--- config.mk ---
export PLATFORM = sky130hd
export DESIGN_NAME = lif_spike_unit
export DESIGN_NICKNAME = d
export VERILOG_FILES = /design/src/rtl/lif_spike_unit.sv
export SDC_FILE = /design/constraint.sdc
export NUM_CORES = 1
export LEC_CHECK = 0
export CAP_MARGIN = 30
export CORE_ASPECT_RATIO = 0.8
export CORE_UTILIZATION = 25
export CTS_CLUSTER_SIZE = 30
export DETAILED_ROUTE_END_ITERATION = 16
export GPL_TIMING_DRIVEN = 0
export HOLD_SLACK_MARGIN = 0.02
export PLACE_DENSITY = 0.45
export SLEW_MARGIN = 5
export SYNTH_ARGS = -nofsm -noshare
export SYNTH_HDL_FRONTEND = slang
export SYNTH_SLANG_ARGS = --single-unit
--- constraint.sdc ---
create_clock -name clk -period 11.1 [get_ports clk]
set_input_delay 2.22 -clock clk [delete_from_list [all_inputs] [get_ports clk]]
set_output_delay 2.22 -clock clk [all_outputs]
set_load 0.02 [all_outputs]
--- src/rtl/lif_spike_unit.sv ---
// Leaky integrate-and-fire stage: integrates signed current into a leaky
// membrane, fires with a refractory hold, and reports a windowed rate error.
module lif_spike_unit #(
  parameter logic signed [31:0] THRESHOLD      = 32'sd1000000,
  parameter int                 LEAK_SHIFT     = 4,
  parameter int                 REFRACT_CYCLES = 4,
  parameter int                 WINDOW         = 64,
  parameter int                 TARGET_SPIKES  = 4
) (
  input  logic               clk,
  input  logic               rst,
  input  logic               enable,
  input  logic               in_valid,
  input  logic signed [31:0] in_current,
  output logic               spike,
  output logic signed [31:0] membrane_potential,
  output logic [1:0]         state,
  output logic signed [15:0] feedback_error,
  output logic               error_valid
);

  typedef enum logic [1:0] {
    IDLE  = 2'd0,
    INTEG = 2'd1,
    REFR  = 2'd2
  } state_t;

  localparam int WW = $clog2(WINDOW);
  localparam int RW = (REFRACT_CYCLES > 1) ? $clog2(REFRACT_CYCLES) : 1;

  localparam logic [WW-1:0] WLAST = WW'(WINDOW - 1);
  localparam logic [RW-1:0] RLOAD = RW'(REFRACT_CYCLES - 1);

  localparam logic signed [33:0] TH   = 34'(THRESHOLD);
  localparam logic signed [33:0] VMIN = -TH;
  localparam logic signed [33:0] VMAX = 34'sd2147483647;
  localparam logic signed [33:0] TGT  = 34'(TARGET_SPIKES);

  state_t             state_q;
  logic signed [31:0] v_q;
  logic               spike_q;
  logic signed [15:0] err_q;
  logic               errv_q;
  logic [RW-1:0]      rcnt_q;
  logic [WW-1:0]      wcnt_q;
  logic [15:0]        scnt_q;

  logic signed [33:0] v_ext;
  logic signed [33:0] leak;
  logic signed [33:0] cur;
  logic signed [33:0] s_raw;
  logic signed [33:0] s_d;
  logic               fire;
  logic [16:0]        cnt_tot;
  logic signed [33:0] diff;
  logic signed [15:0] err_d;
  logic [15:0]        scnt_d;

  always_comb begin
    v_ext = 34'(v_q);
    leak  = v_ext >>> LEAK_SHIFT;
    cur   = in_valid ? 34'(in_current) : '0;
    s_raw = v_ext - leak + cur;
    if (s_raw < VMIN)
      s_d = VMIN;
    else if (s_raw > VMAX)
      s_d = VMAX;
    else
      s_d = s_raw;
    fire = (state_q == INTEG) && (s_d >= TH);
  end

  // A fire in the last window cycle still belongs to the closing window.
  always_comb begin
    cnt_tot = {1'b0, scnt_q} + {16'b0, fire};
    diff    = TGT - $signed({17'b0, cnt_tot});
    if (diff > 34'sd32767)
      err_d = 16'sh7FFF;
    else if (diff < -34'sd32768)
      err_d = 16'sh8000;
    else
      err_d = diff[15:0];
    scnt_d = (scnt_q == 16'hFFFF || !fire) ? scnt_q : scnt_q + 16'd1;
  end

  always_ff @(posedge clk) begin
    if (rst) begin
      state_q <= IDLE;
      v_q     <= '0;
      spike_q <= 1'b0;
      err_q   <= '0;
      errv_q  <= 1'b0;
      rcnt_q  <= '0;
      wcnt_q  <= '0;
      scnt_q  <= '0;
    end else if (!enable) begin
      state_q <= IDLE;
      v_q     <= '0;
      spike_q <= 1'b0;
      errv_q  <= 1'b0;
      rcnt_q  <= '0;
      wcnt_q  <= '0;
      scnt_q  <= '0;
    end else begin
      spike_q <= 1'b0;
      errv_q  <= 1'b0;
      unique case (state_q)
        IDLE: begin
          state_q <= INTEG;
          v_q     <= '0;
        end
        INTEG: begin
          if (fire) begin
            spike_q <= 1'b1;
            v_q     <= '0;
            rcnt_q  <= RLOAD;
            state_q <= REFR;
          end else begin
            v_q <= s_d[31:0];
          end
        end
        REFR: begin
          v_q <= '0;
          if (rcnt_q == '0)
            state_q <= INTEG;
          else
            rcnt_q <= rcnt_q - RW'(1);
        end
        default: state_q <= IDLE;
      endcase
      if (state_q != IDLE) begin
        if (wcnt_q == WLAST) begin
          wcnt_q <= '0;
          scnt_q <= '0;
          err_q  <= err_d;
          errv_q <= 1'b1;
        end else begin
          wcnt_q <= wcnt_q + WW'(1);
          scnt_q <= scnt_d;
        end
      end
    end
  end

  assign spike              = spike_q;
  assign membrane_potential = v_q;
  assign state              = state_q;
  assign feedback_error     = err_q;
  assign error_valid        = errv_q;

endmodule

# After elaboration in Yosys (flattened, before gate mapping)
# Cells that the tools add are included.
dict set report word_totals {
  regBits 76
  word_cells 65
  output_inout_bits 52
  in_bits 36
}
dict set report op_classes {
  n_reduce_logical 16
  addsub 7
  n_bitwise 3
  order_cmp 5
  eq_ne 8
  mux 18
}
# op n
set op_table {}
lappend op_table {{$mux W34} 3}
lappend op_table {{$mux W16} 4}
lappend op_table {{$pmux W32 S2} 1}
lappend op_table {{$add A33 B34 Y34} 1}
lappend op_table {{$ge A34 B21 Y1 const B} 1}
lappend op_table {{$gt A34 B32 Y1 const B} 1}
lappend op_table {{$lt A34 B21 Y1 const B} 1}
lappend op_table {{$sub A32 B28 Y33} 1}
lappend op_table {{$mux W32} 1}
lappend op_table {{$gt A18 B16 Y1 const B} 1}
lappend op_table {{$lt A18 B16 Y1 const B} 1}
lappend op_table {{$sub A3 B17 Y18 const A} 1}
lappend op_table {{$add A16 B1 Y17} 1}
lappend op_table {{$add A16 B1 Y16 const B} 1}
lappend op_table {{$eq A16 B16 Y1 const B} 1}
lappend op_table {{$mux W2} 4}
lappend op_table {{$add A6 B1 Y6 const B} 1}
lappend op_table {{$eq A6 B6 Y1 const B} 1}
lappend op_table {{$mux W6} 1}
lappend op_table {{$ne A2 B2 Y1 const B} 3}
lappend op_table {{$pmux W2 S3} 1}
lappend op_table {{$reduce_and A3 Y1} 2}
lappend op_table {{$reduce_bool A2 Y1} 3}
lappend op_table {{$reduce_or A3 Y1} 2}
lappend op_table {{other kinds (13)} 19}

# Depth between registers and ports, before layout
dict set report logic_depth {
  word_depth 12
  mapped_depth 30
}

# Worst setup path before layout
# Ideal clock, no wire load.
dict set report synth_timing {
  kind {input port to flip-flop}
  startpoint {in in_valid}
  endpoint {reg err_q[13] (netlist: feedback_error[13])}
  stages 27
  setup_slack_ns 2.760
  required_ns 11.030
  arrival_time_ns 8.270
  n_path_buf 2
  cell_sequence {clkbuf_1 nand2_1 fa_1 inv_1 fa_1 a211oi_2 o21ai_2 o2111a_1 o21ai_0 xnor2_1 nand4_1 o32a_1 a41oi_1 nand2_1 ha_1 ha_1 nor3b_1 o21bai_1 a2111oi_0 nor4b_1 nor3_1 nor2_1 xnor2_1 a211oi_1 clkbuf_1 o211ai_1 a21oi_1}
}
dict set report synth_via {
  elab_chain_cells 12
  elab_cells_between_ends 14
  classes_between {3 x add/sub; 5 x order compare; 5 x mux; 1 x reduce/logical}
}
# item line_no
set synth_lines {}
lappend synth_lines {{start: declaration} 13} ;# input logic in_valid,
lappend synth_lines {{$mux W34 (*)} 62} ;# cur = in_valid ? 34'(in_current) : '0;
lappend synth_lines {{$add A33 B34 Y34 (*)} 63} ;# s_raw = v_ext - leak + cur;
lappend synth_lines {{$gt A34 B32 Y1} 66} ;# else if (s_raw > VMAX)
lappend synth_lines {{$mux W34} 66}
lappend synth_lines {{$mux W34 (*)} 64} ;# if (s_raw < VMIN)
lappend synth_lines {{$ge A34 B21 Y1 (*)} 70} ;# fire = (state_q == INTEG) && (s_d >= TH);
lappend synth_lines {{$logic_and A1 B1 Y1 (*)} 70}
lappend synth_lines {{$add A16 B1 Y17 (*)} 75} ;# cnt_tot = {1'b0, scnt_q} + {16'b0, fire};
lappend synth_lines {{$sub A3 B17 Y18 (*)} 76} ;# diff = TGT - $signed({17'b0, cnt_tot});
lappend synth_lines {{$lt A18 B16 Y1} 79} ;# else if (diff < -34'sd32768)
lappend synth_lines {{$mux W16} 79}
lappend synth_lines {{$mux W16 (*)} 77} ;# if (diff > 34'sd32767)
lappend synth_lines {{end signal: assignment} 135} ;# err_q <= err_d;
lappend synth_lines {{end: declaration} 42} ;# logic signed [15:0] err_q;
# Mark *: on every way between the ends. The rest lies on a longest branch, timed or not.
# A chain may end at the register's enable or synchronous reset.

# Worst setup path after layout
# Same ends and word-level chain as after synthesis.

==> results by group <==
Timing
  – Worst slew pin tran: 922 ps
  – Final hold vios: 0
  – Final WS setup: 751 ps
  – RSZ-0062 raised after global routing: no
  – Relative slew slack: 38.3%
  – Crit path time final: 10350 ps
  – Final Slew Violations: 0
  – Worst clock skew: 11.6 ps
  – Final count of negative-setup-slack endpoints: 0
  – Final period util: 93.2%
  – Setup TNS: 0 ps
  – Fin Hold WS: 457 ps
  – F_max: 96.6 MHz

Clocking
  – Worst-Skew Late Latency: 360 ps
  – Total CTS buffers: 9
  – Clock transition at path regs: 60 ps
  – Clk sink count: 76
  – Post-CTS Setup Repair Bufs: 0
  – Root buf cell: clkbuf_16
  – CTS tree: done
  – Post-CTS Hold Buffers: 0
  – H-tree depth: 3
  – Resized Gates After CTS: 0
  – Max clock buf depth: 2

Worst setup path
  – CP Data Arrival Time: 10550 ps
  – Critical path launch point type: input port
  – R2R Path Start: membrane_potential[20]$_SDFFE_PP0N_
  – Critical Path Start: in_valid
  – Setup crit end: feedback_error[13]$_SDFFE_PP0P_
  – Register-to-register setup slack: 3380 ps
  – CP endpoint kind: flip-flop
  – Worst path required time: 11300 ps
  – Worst Setup Path Type: input port to flip-flop
  – Crit-path max FO: 10
  – Reg2reg end: feedback_error[13]$_SDFFE_PP0P_
  – CP peak stage delay: 710 ps
  – CP most frequent cell: ha_1
  – Critical path's slowest cell: a31oi_1
  – Worst Reg-to-Reg Cells: 28

Power
  – P_leak: 3.70 nW
  – Pwr dens: 119 mW/mm^2
  – Worst IR Drop VDD: 0.0636 mV
  – Total power: 1.13 mW

Floorplanning
  – Die area: 0.0318 sq mm
  – Die width: 199 um
  – Die Y-Extent: 160 um
  – IO Pins: 88
  – Starting Density: 25.5%
  – Core area: 0.0305 sq mm
  – Site Rows: 57

GRT
  – Overall global routing resource usage: 16.7%
  – Grt total ovfl: 0
  – Largest net degree at the start of global routing: 13
  – First-pass GRT wire length: 41200 um
  – Initial antenna violation count: 0
  – Vias in the first global route: 7263

Finish
  – Layout cells sized above 1: 5.84%
  – Final instance area: 0.00947 sq mm
  – Layout Nets: 1260
  – N_diodes: 0
  – Area Overhead vs Synth: 21.9%
  – Area occupied by multi-input gates: 0.00559 sq mm
  – Final core occ: 31.1%
  – Sequential cell area: 0.00152 sq mm
  – Finished Layout Cells: 1544
  – Fill cells: 3310

Synthesis
  – Synth unique cells: 87
  – Post-synth top flop: dfxtp_1
  – Count leader, synth: nand2_1
  – Synth Net Count: 1162
  – Synth Warn #: 0
  – Commonest cells in the netlist: nand2_1, inv_1, a21oi_1
  – Synth Register Bits: 76
  – Asr flop ratio synth: 0%
  – Syn_area_per_cell: 7.56 sq um
  – Share of the synthesized area in the top cell type: 19.6%
  – Post-synth EDFFs: 0
  – Syn Inst Count: 1028
  – Largest area contributor in the netlist: dfxtp_1
  – Top cells by area, synth: dfxtp_1, ha_1, fa_1
  – Register area share after synthesis: 19.6%
  – Syn Std Cell Area: 0.00777 sq mm

Routing
  – Wire per inst: 16.7 um
  – Detail Route Antenna Nets: 0
  – Detailed Routing Iterations Pass 1: 5
  – Vias: 7547
  – Via density per instance: 4.89
  – Routed wire length: 25700 um
  – DRC Markers: 0
  – Initial DRC count: 553

Place
  – Placed cell count: 1528
  – Port Buffers: 87
  – HPWL after DPL: 20800 um
  – Routability Congestion: 0.849
  – Post-placement cell area: 0.00916 sq mm
  – Post-Place Setup Slack: 421 ps

Hold path
  – HP Class: flip-flop to flip-flop

Run
  – Maxcap violations: 0

Outcome
  – Status: finished, final reports clean
-- per-layer routing --
| metal | share of wire (%) | GRT usage [%] | up-vias |
|---|---|---|---|
| met3 | 5.2 | 3.51 | 8 |
| met5 | 0 | 0 | - |
| met2 | 38 | 22.7 | 168 |
| met4 | 0.64 | 2.80 | 0 |
| li1 | - | - | 3843 |
| met1 | 56 | 26.5 | 3528 |
-- cells by family after synthesis --
family / after synthesis / synth area share, %
compound gates: 336 / 28.8
flops: 76 / 19.6
simple gates: 310 / 19.5
mux: 9 / 1.19
fa+ha+maj: 98 / 18.8
xor+xnor: 33 / 3.72
buf+inv: 166 / 8.42
-- power breakdown --
part           internal (mW)  switching (mW)
clock network          0.198           0.130
logic                  0.186           0.326
registers              0.278         0.00824
total                  0.662           0.464
-- worst max-delay path, delay by kind of cell --
family                     cells  cell delay, ps
muxes                          1             330
AOI/OAI and AO/OA             15            4160
xor gates and xnor gates       1             230
adders and majority gates      6            1680
buffers and inverters          4            1290
and+or+nand+nor                3             620
-- worst min path at each step --
stage	endpoint	depth (start not counted)	slack [ps]	from
2_1_floorplan	wcnt_q[1]$_SDFFE_PP0N_	2	450	wcnt_q[1]$_SDFFE_PP0N_
4_1_cts	feedback_error[15]$_SDFFE_PP0P_	2	460	feedback_error[15]$_SDFFE_PP0P_
5_1_grt	feedback_error[15]$_SDFFE_PP0P_	2	510	feedback_error[15]$_SDFFE_PP0P_
3_5_place_dp	feedback_error[15]$_SDFFE_PP0P_	2	460	feedback_error[15]$_SDFFE_PP0P_
3_3_place_gp	feedback_error[15]$_SDFFE_PP0P_	2	460	feedback_error[15]$_SDFFE_PP0P_
6_report	feedback_error[15]$_SDFFE_PP0P_	2	460	feedback_error[15]$_SDFFE_PP0P_
-- layout make-up --
cell class,count,share of cell area [%]
Tap cell,413,5.46
Clock inverter,4,0.780
Timing Repair Buffer,87,9.20
Clock buffer,12,2.50
Sequential cell,76,16.1
Buffer,43,2.04
Inverter,123,4.88
Multi-Input combinational cell,786,59.1
-- sequential cells by signal, summed over array words and instances (netlist names) --
signal	cells
membrane_potential	32
feedback_error	16
scnt_q	16
wcnt_q	6
rcnt_q	2
state	2
error_valid	1
spike	1
-- cell usage in the layout (no fill, tap or decap), types with 4 or more instances in the layout --
master | Yosys | layout
o211ai_1 | 11 | 11
or4_1 | 9 | 9
and2_1 | 9 | 9
nor2b_1 | 4 | 4
nand3_1 | 22 | 22
and3_1 | 7 | 7
a221oi_1 | 8 | 8
clkbuf_16 | 0 | 9
o21bai_1 | 7 | 7
nand4_1 | 23 | 23
nor3_1 | 11 | 11
o21a_1 | 13 | 13
ha_1 | 67 | 67
o31ai_1 | 14 | 14
dfxtp_1 | 76 | 76
fa_1 | 31 | 31
xnor2_1 | 18 | 18
a21oi_1 | 101 | 101
or3_1 | 9 | 9
o21ai_1 | 4 | 4
clkdlybuf4s50_1 | 0 | 87
o21ai_0 | 74 | 74
inv_1 | 122 | 122
xor2_1 | 15 | 15
a21o_1 | 24 | 24
a211oi_1 | 8 | 8
nand2_1 | 129 | 129
buf_2 | 16 | 16
mux2i_1 | 7 | 7
nand2b_1 | 5 | 5
a31oi_1 | 9 | 9
clkbuf_1 | 23 | 26
nor2_1 | 54 | 54
a21oi_2 | 5 | 5
or2_2 | 6 | 6
Note: power is estimated with default switching activity, not from simulation.
